### config.mk
export PLATFORM = sky130hd
export DESIGN_NAME = interp_seq
export DESIGN_NICKNAME = d
export VERILOG_FILES = /design/src/rtl/interp_seq.sv
export SDC_FILE = /design/constraint.sdc
export NUM_CORES = 1
export LEC_CHECK = 0
export ABC_AREA = 1
export CAP_MARGIN = 10
export CELL_PAD_IN_SITES_DETAIL_PLACEMENT = 1
export CELL_PAD_IN_SITES_GLOBAL_PLACEMENT = 1
export CORE_MARGIN = 5
export CORE_UTILIZATION = 42
export DETAILED_ROUTE_END_ITERATION = 10
export PLACE_DENSITY = 0.73
export SLEW_MARGIN = 20
export SYNTH_ARGS = -nofsm -noshare
export SYNTH_HDL_FRONTEND = slang
export SYNTH_SLANG_ARGS = --single-unit
### constraint.sdc
create_clock -name clk -period 5.2 [get_ports clk]
set_input_delay 1.04 -clock clk [delete_from_list [all_inputs] [get_ports clk]]
set_output_delay 1.04 -clock clk [all_outputs]
set_load 0.01 [all_outputs]
### src/rtl/interp_seq.sv
// interp_seq: piecewise-linear table lookup sequencer.
//
// Holds NPTS (x,y) breakpoints. An accepted request walks the table one
// segment per cycle. The walk ends in one of three ways:
//   - the request clamps low, answered with Y[0];
//   - the request clamps high, answered with Y[NPTS-1];
//   - a bracketing segment is found. Its endpoints are handed to an
//     external linear interpolator, and the result is returned.
//
// Optional build macro INTERP_TIMEOUT_EN: bounds the wait for the
// interpolator to TIMEOUT cycles. On expiry an error response is returned
// with resp_y = 0. Without the macro the wait is unbounded and resp_err is
// tied low.
//
// Handshake contract:
//   - A request transfers on a rising edge where req_valid and req_ready are
//     both high. req_ready is high only while idle, with no table write
//     pending, and outside reset.
//   - resp_valid is a single-cycle strobe with no back-pressure.
//   - li_start is a single-cycle strobe. The li_* operands are held until
//     the next launch.
//   - li_done is honoured only while waiting for the interpolator.
//
// dbg_state exposes the FSM state for checkers.

module interp_seq #(
  parameter int NPTS    = 8,
  parameter int TIMEOUT = 64
) (
  input  logic        clk,
  input  logic        rst,
  // breakpoint table load
  input  logic        tbl_we,
  input  logic [3:0]  tbl_addr,
  input  logic [13:0] tbl_x,
  input  logic [13:0] tbl_y,
  // lookup request
  input  logic        req_valid,
  input  logic [13:0] req_x,
  output logic        req_ready,
  // lookup result
  output logic        resp_valid,
  output logic [13:0] resp_y,
  output logic        resp_err,
  // external linear interpolator
  output logic        li_start,
  output logic [13:0] li_x,
  output logic [13:0] li_x0,
  output logic [13:0] li_y0,
  output logic [13:0] li_x1,
  output logic [13:0] li_y1,
  input  logic [13:0] li_y,
  input  logic        li_done,
  // debug visibility of the FSM
  output logic [2:0]  dbg_state
);

  typedef enum logic [2:0] {
    S_IDLE   = 3'd0,
    S_SEARCH = 3'd1,
    S_LAUNCH = 3'd2,
    S_WAIT   = 3'd3,
    S_RESP   = 3'd4
  } state_t;

  // Last segment index the walk may test, and last breakpoint index.
  localparam logic [3:0] J_LAST   = 4'(NPTS - 2);
  localparam logic [3:0] LAST_IDX = 4'(NPTS - 1);
  // Table depth widened so the write-address range check compares like widths.
  localparam logic [4:0] NPTS_W   = 5'(NPTS);

  state_t state;
  state_t state_nxt;

  // Storage is always 16 deep so a 4-bit index never overruns. Only the
  // first NPTS entries are ever written or read.
  logic [13:0] x_tbl [16];
  logic [13:0] y_tbl [16];

  logic [13:0] req_x_q;    // captured request abscissa
  logic [3:0]  j_q;        // segment currently under test
  logic [3:0]  j_nxt;

  logic        accept;     // request transfers this cycle
  logic        tbl_wr_ok;  // table write takes effect this cycle
  logic        hit_low;
  logic        hit_seg;
  logic        hit_high;
  logic        to_hit;     // interpolator wait expired this cycle

  assign j_nxt     = j_q + 4'd1;
  assign accept    = (state == S_IDLE) && req_valid && !tbl_we && !rst;
  assign tbl_wr_ok = (state == S_IDLE) && tbl_we && ({1'b0, tbl_addr} < NPTS_W);

  // Search decision for the current walk step.
  // The low-clamp test only applies on the first step. The segment test is
  // a strict less-than against the upper breakpoint, so x == X[k] lands in
  // segment k. The first step that matches wins, which also defines the
  // behaviour for non-ascending table contents.
  always_comb begin
    hit_low  = 1'b0;
    hit_seg  = 1'b0;
    hit_high = 1'b0;
    if ((j_q == 4'd0) && (req_x_q < x_tbl[0])) begin
      hit_low = 1'b1;
    end else if (req_x_q < x_tbl[j_nxt]) begin
      hit_seg = 1'b1;
    end else if (j_q == J_LAST) begin
      hit_high = 1'b1;
    end
  end

`ifdef INTERP_TIMEOUT_EN
  localparam logic [15:0] TO_LAST = 16'(TIMEOUT - 1);

  logic [15:0] wait_cnt;   // WAIT cycles elapsed since the launch

  // Expiry fires on the TIMEOUT-th WAIT cycle in which li_done is still absent.
  assign to_hit = (state == S_WAIT) && !li_done && (wait_cnt == TO_LAST);

  // Wait counter: cleared at launch, advanced on every WAIT cycle.
  always_ff @(posedge clk) begin
    if (rst) begin
      wait_cnt <= '0;
    end else if (state == S_LAUNCH) begin
      wait_cnt <= '0;
    end else if (state == S_WAIT) begin
      wait_cnt <= wait_cnt + 16'd1;
    end
  end

  // Error flag: set on the cycle that enters RESP, then held until the
  // next response.
  always_ff @(posedge clk) begin
    if (rst) begin
      resp_err <= 1'b0;
    end else if ((state == S_SEARCH) && (hit_low || hit_high)) begin
      resp_err <= 1'b0;
    end else if (state == S_WAIT) begin
      if (li_done) begin
        resp_err <= 1'b0;
      end else if (to_hit) begin
        resp_err <= 1'b1;
      end
    end
  end
`else
  logic [15:0] unused_timeout;

  assign to_hit         = 1'b0;
  assign resp_err       = 1'b0;
  assign unused_timeout = 16'(TIMEOUT);
`endif

  // State register.
  always_ff @(posedge clk) begin
    if (rst) begin
      state <= S_IDLE;
    end else begin
      state <= state_nxt;
    end
  end

  // Next-state logic.
  always_comb begin
    state_nxt = state;
    case (state)
      S_IDLE: begin
        if (accept) begin
          state_nxt = S_SEARCH;
        end
      end
      S_SEARCH: begin
        if (hit_low || hit_high) begin
          state_nxt = S_RESP;
        end else if (hit_seg) begin
          state_nxt = S_LAUNCH;
        end
      end
      S_LAUNCH: begin
        state_nxt = S_WAIT;
      end
      S_WAIT: begin
        if (li_done || to_hit) begin
          state_nxt = S_RESP;
        end
      end
      S_RESP: begin
        state_nxt = S_IDLE;
      end
      default: begin
        state_nxt = S_IDLE;
      end
    endcase
  end

  // State-decoded outputs.
  always_comb begin
    req_ready  = (state == S_IDLE) && !tbl_we && !rst;
    resp_valid = (state == S_RESP);
    li_start   = (state == S_LAUNCH);
    dbg_state  = state;
  end

  // Request capture, walk index, interpolator operands and result register.
  // The operands load when the bracketing segment is found, so they are
  // already valid during the launch cycle and stay put through WAIT.
  always_ff @(posedge clk) begin
    if (rst) begin
      req_x_q <= '0;
      j_q     <= '0;
      li_x    <= '0;
      li_x0   <= '0;
      li_y0   <= '0;
      li_x1   <= '0;
      li_y1   <= '0;
      resp_y  <= '0;
    end else begin
      case (state)
        S_IDLE: begin
          if (accept) begin
            req_x_q <= req_x;
            j_q     <= 4'd0;
          end
        end
        S_SEARCH: begin
          if (hit_low) begin
            resp_y <= y_tbl[0];
          end else if (hit_seg) begin
            li_x  <= req_x_q;
            li_x0 <= x_tbl[j_q];
            li_y0 <= y_tbl[j_q];
            li_x1 <= x_tbl[j_nxt];
            li_y1 <= y_tbl[j_nxt];
          end else if (hit_high) begin
            resp_y <= y_tbl[LAST_IDX];
          end else begin
            j_q <= j_nxt;
          end
        end
        S_WAIT: begin
          if (li_done) begin
            resp_y <= li_y;
          end else if (to_hit) begin
            resp_y <= '0;
          end
        end
        default: begin
        end
      endcase
    end
  end

  // Breakpoint table: written only while idle, and kept across reset.
  always_ff @(posedge clk) begin
    if (tbl_wr_ok) begin
      x_tbl[tbl_addr] <= tbl_x;
      y_tbl[tbl_addr] <= tbl_y;
    end
  end

endmodule

==> out/qor.yml <==
layout:
  insertedDiodeCount: 0
  fin_nets: 3099
  drive_gt1_share_pct: 5.27
  final_cell_count_no_fill: 3894
  syn_to_final_growth_pct: 19.2
  fin_util_pct: 50.6
global_route:
  grt_pass1_vias: 22300
  antenna_found_initial: 0
  grt_overflow_total: 0
  grt_pass1_wl_mm: 131
  grt_start_max_net_pins: 279
  gr-usage-all-layers_pct: 24.7
logic_synthesis:
  seq_area_frac_synth_pct: 59.4
  synth-seq-cells: 553
  yosys.area.top_type: "edfxtp_1"
  ys.flop_type: "edfxtp_1"
  netlist.area_leader.share_pct: 51.3
  netlist_area_mm2: 0.0262
  synth.yosys.warnings: 0
  synth.area.top_cells: "edfxtp_1 (51%), o21ai_0 (11%), dfxtp_1 (8.0%)"
  netlist_instances: 2736
  synthArstFlopShare_pct: 0
  synth.avg_cell_area_um2: 9.58
  synth_cell_types: 39
  synth-edff-count: 448
timing:
  timing.final.crit_share_pct: 89.7
  rsz0062_at_grt: "no"
  maxSlewHeadroom_pct: 24.4
  fmax_mhz: 214
  slew_viol_final: 0
  fin_skew_ns: 0.0196
  finalHoldViolCount: 0
  finalSetupViolCount: 0
  tightest_slew_ns: 1.13
  finalCriticalPeriod_ns: 4.66
  tns_ns: 0
floorplanning:
  die_h_um: 260
  start_util_pct: 42.5
  core_area_mm2: 0.0617
  dieArea_mm2: 0.0675
  num_io_pins: 156
  row_count: 91
  die_w_um: 260
clocking:
  post_cts_buffers: 0
  cts_root_buffer: "clkbuf_16"
  cts_buffer_depth: 3
  cts_resized: 0
  clk_pin_slew_ns: 0.06
  cts_hold_buf: 0
  htree_levels: 2
  clk_latency_ns: 0.64
  cts_sinks: 553
  cts_buffers: 60
  cts_tree: "yes"
place:
  dp.cells: 3780
  place_hpwl_mm: 52.4
  numPortBuffers: 154
  gp_congestion: 0.820
critical_path:
  cp_max_fo: 150
  start_kind: "register"
  reg2reg_slack_ns: 0.54
  cp.required_ns: 5.75
  path_class: "reg -> reg"
  cp-startpoint: "j_q[0]$_SDFFE_PP0P_"
  critPathCaptureType: "register"
  r2r-start: "j_q[0]$_SDFFE_PP0P_"
  worst_ep_arrival_time_ns: 5.21
  endpoint: "li_y0[8]$_SDFFE_PP0P_"
  r2r-end: "li_y0[8]$_SDFFE_PP0P_"
  rr_worst_depth: 20
pwr:
  p_leak_nw: 11.4
  p_per_area_mw_per_mm2: 489
  ir_drop_mv: 0.361
status:
  status: "complete, no violations"
worst_hold_path:
  hold_class: "reg -> reg"
drt:
  wl_per_cell_um: 22.1
  via_per_inst: 5.67
  routed_wl_mm: 86.1
  drt-initial-drc-count: 2082
  drc: 0
  num_vias: 22100
  drt_pass1_iterations: 5
  drt.antenna.violating_nets: 0
job:
  maxCapViolations: 0
[layer usage]
layer / part of all wire [%] / global-route usage [%] / up-vias
met5: 0 / 0 / -
met4: 2.1 / 5.86 / 0
met3: 6.7 / 4.16 / 122
met2: 46 / 40.2 / 765
met1: 45 / 34.8 / 11100
li1: - / - / 10100
[how the worst min path moves through the flow]
stage | cells after the start | slack, ns | endpoint | startpoint
6_report | 2 | 0.47 | li_x[5]$_SDFFE_PP0P_ | li_x[5]$_SDFFE_PP0P_
5_1_grt | 2 | 0.49 | li_x[7]$_SDFFE_PP0P_ | li_x[7]$_SDFFE_PP0P_
4_1_cts | 2 | 0.47 | li_x[4]$_SDFFE_PP0P_ | li_x[4]$_SDFFE_PP0P_
3_5_place_dp | 2 | 0.47 | li_x[4]$_SDFFE_PP0P_ | li_x[4]$_SDFFE_PP0P_
3_3_place_gp | 2 | 0.45 | li_x[4]$_SDFFE_PP0P_ | li_x[4]$_SDFFE_PP0P_
2_1_floorplan | 2 | 0.46 | li_x[0]$_SDFFE_PP0P_ | req_x_q[0]$_SDFFE_PP0P_
[synth_stat cells, drive strengths merged, types with 7 or more instances]
cell    count
inv       211
nor2      212
edfxtp    448
a21oi     388
a21boi      8
nand3     146
o22ai      11
buf        75
nand2     222
o21ai     569
a31oi      19
o211ai     95
ha         29
a311oi      7
clkbuf    143
dfxtp     105
mux2i      14
nor3       15
[metrics by stage]
step | hold WS, ns | setup slack (ns) | instance area [um2] | power [mW]
finish | 0.472 | 0.536 | 31200 | 15.3
global route | 0.494 | 0.295 | 31200 | 16.1
CTS | 0.475 | 0.659 | 31200 | 15.3
detailed placement | 0.466 | 0.720 | 29300 | 10.9
global placement | 0.455 | 0.971 | 29300 | 10.7
floorplan | 0.465 | 0.342 | 27000 | 8.76
[critical path: stages (launching register included)]
cell	delay (ns)
dfxtp_4	0.44
inv_8	0.05
ha_4	0.28
buf_12	0.55
o21ai_0	0.24
o211ai_1	0.25
nand3_1	0.22
nand2_1	0.16
inv_1	0.09
ha_1	0.30
nand2_1	0.07
inv_1	0.05
nand3_1	0.09
a31oi_1	0.06
a2111oi_1	0.34
buf_4	0.22
nand3_4	0.08
clkinv_2	0.29
buf_12	0.33
o21ai_0	0.14
a21oi_1	0.19
[registers in the layout, indices dropped and copies added (netlist names)]
name       flops
li_y1         14
li_x1         14
req_x_q       14
li_x0         14
j_q            4
li_y0         14
resp_y        14
x_tbl        224
y_tbl        224
dbg_state      3
li_x          14
[where the power goes]
part           leakage (nW)  total (mW)  internal (mW)  switching, mW
clock                 0.955        4.32           2.53           1.78
combinational          5.37        5.47           1.73           3.74
sequential             5.07        5.48           5.21          0.273
[placed cells by master, fill, tap and decap left out, drive strengths merged]
master	Yosys	routed
mux2i	14	14
edfxtp	448	448
buf	75	47
clkbuf	143	84
clkinv	1	19
conb	1	225
a21o	1	1
o22ai	11	11
a211oi	2	2
o21ai	569	569
nand4	1	1
a32o	3	3
ha	29	29
a2111oi	1	1
o211ai	95	95
nor3	15	15
a311oi	7	7
dfxtp	105	105
nand2	222	222
clkdlybuf4s50	0	154
clkinvlp	0	5
xor2	2	2
xnor2	2	2
nor2	212	212
o31ai	1	1
a31oi	19	19
nand3b	3	3
bufinv	0	6
a21oi	388	388
inv	211	212
a21boi	8	8
nand3	146	146
a221oi	1	1
[cells by family (layout without fill, tap and decap cells)]
logic type	Yosys count	count (layout)	share of synthesized area (%)
flip-flops	553	553	59.4
AO/OA/AOI/OAI	1106	1106	22.5
XOR/XNOR	4	4	0.234
buffers and inverters	430	527	6.52
adder cells (fa/ha/maj)	29	29	1.38
multiplexers	14	14	0.535
other	1	225	0.0143
AND/OR/NAND/NOR	599	599	9.48
[final cells by class]
cell class              instances  area [um2]
clock buffers                  84        1670
clock inverters                30         313
fillers                      7023       30500
inverters                     212         805
multi-input cells            1977        9890
flip-flops and latches        553       15600
well taps                     837        1050
repair buffers                201        1960
Note: power is estimated with default switching activity, not from simulation.
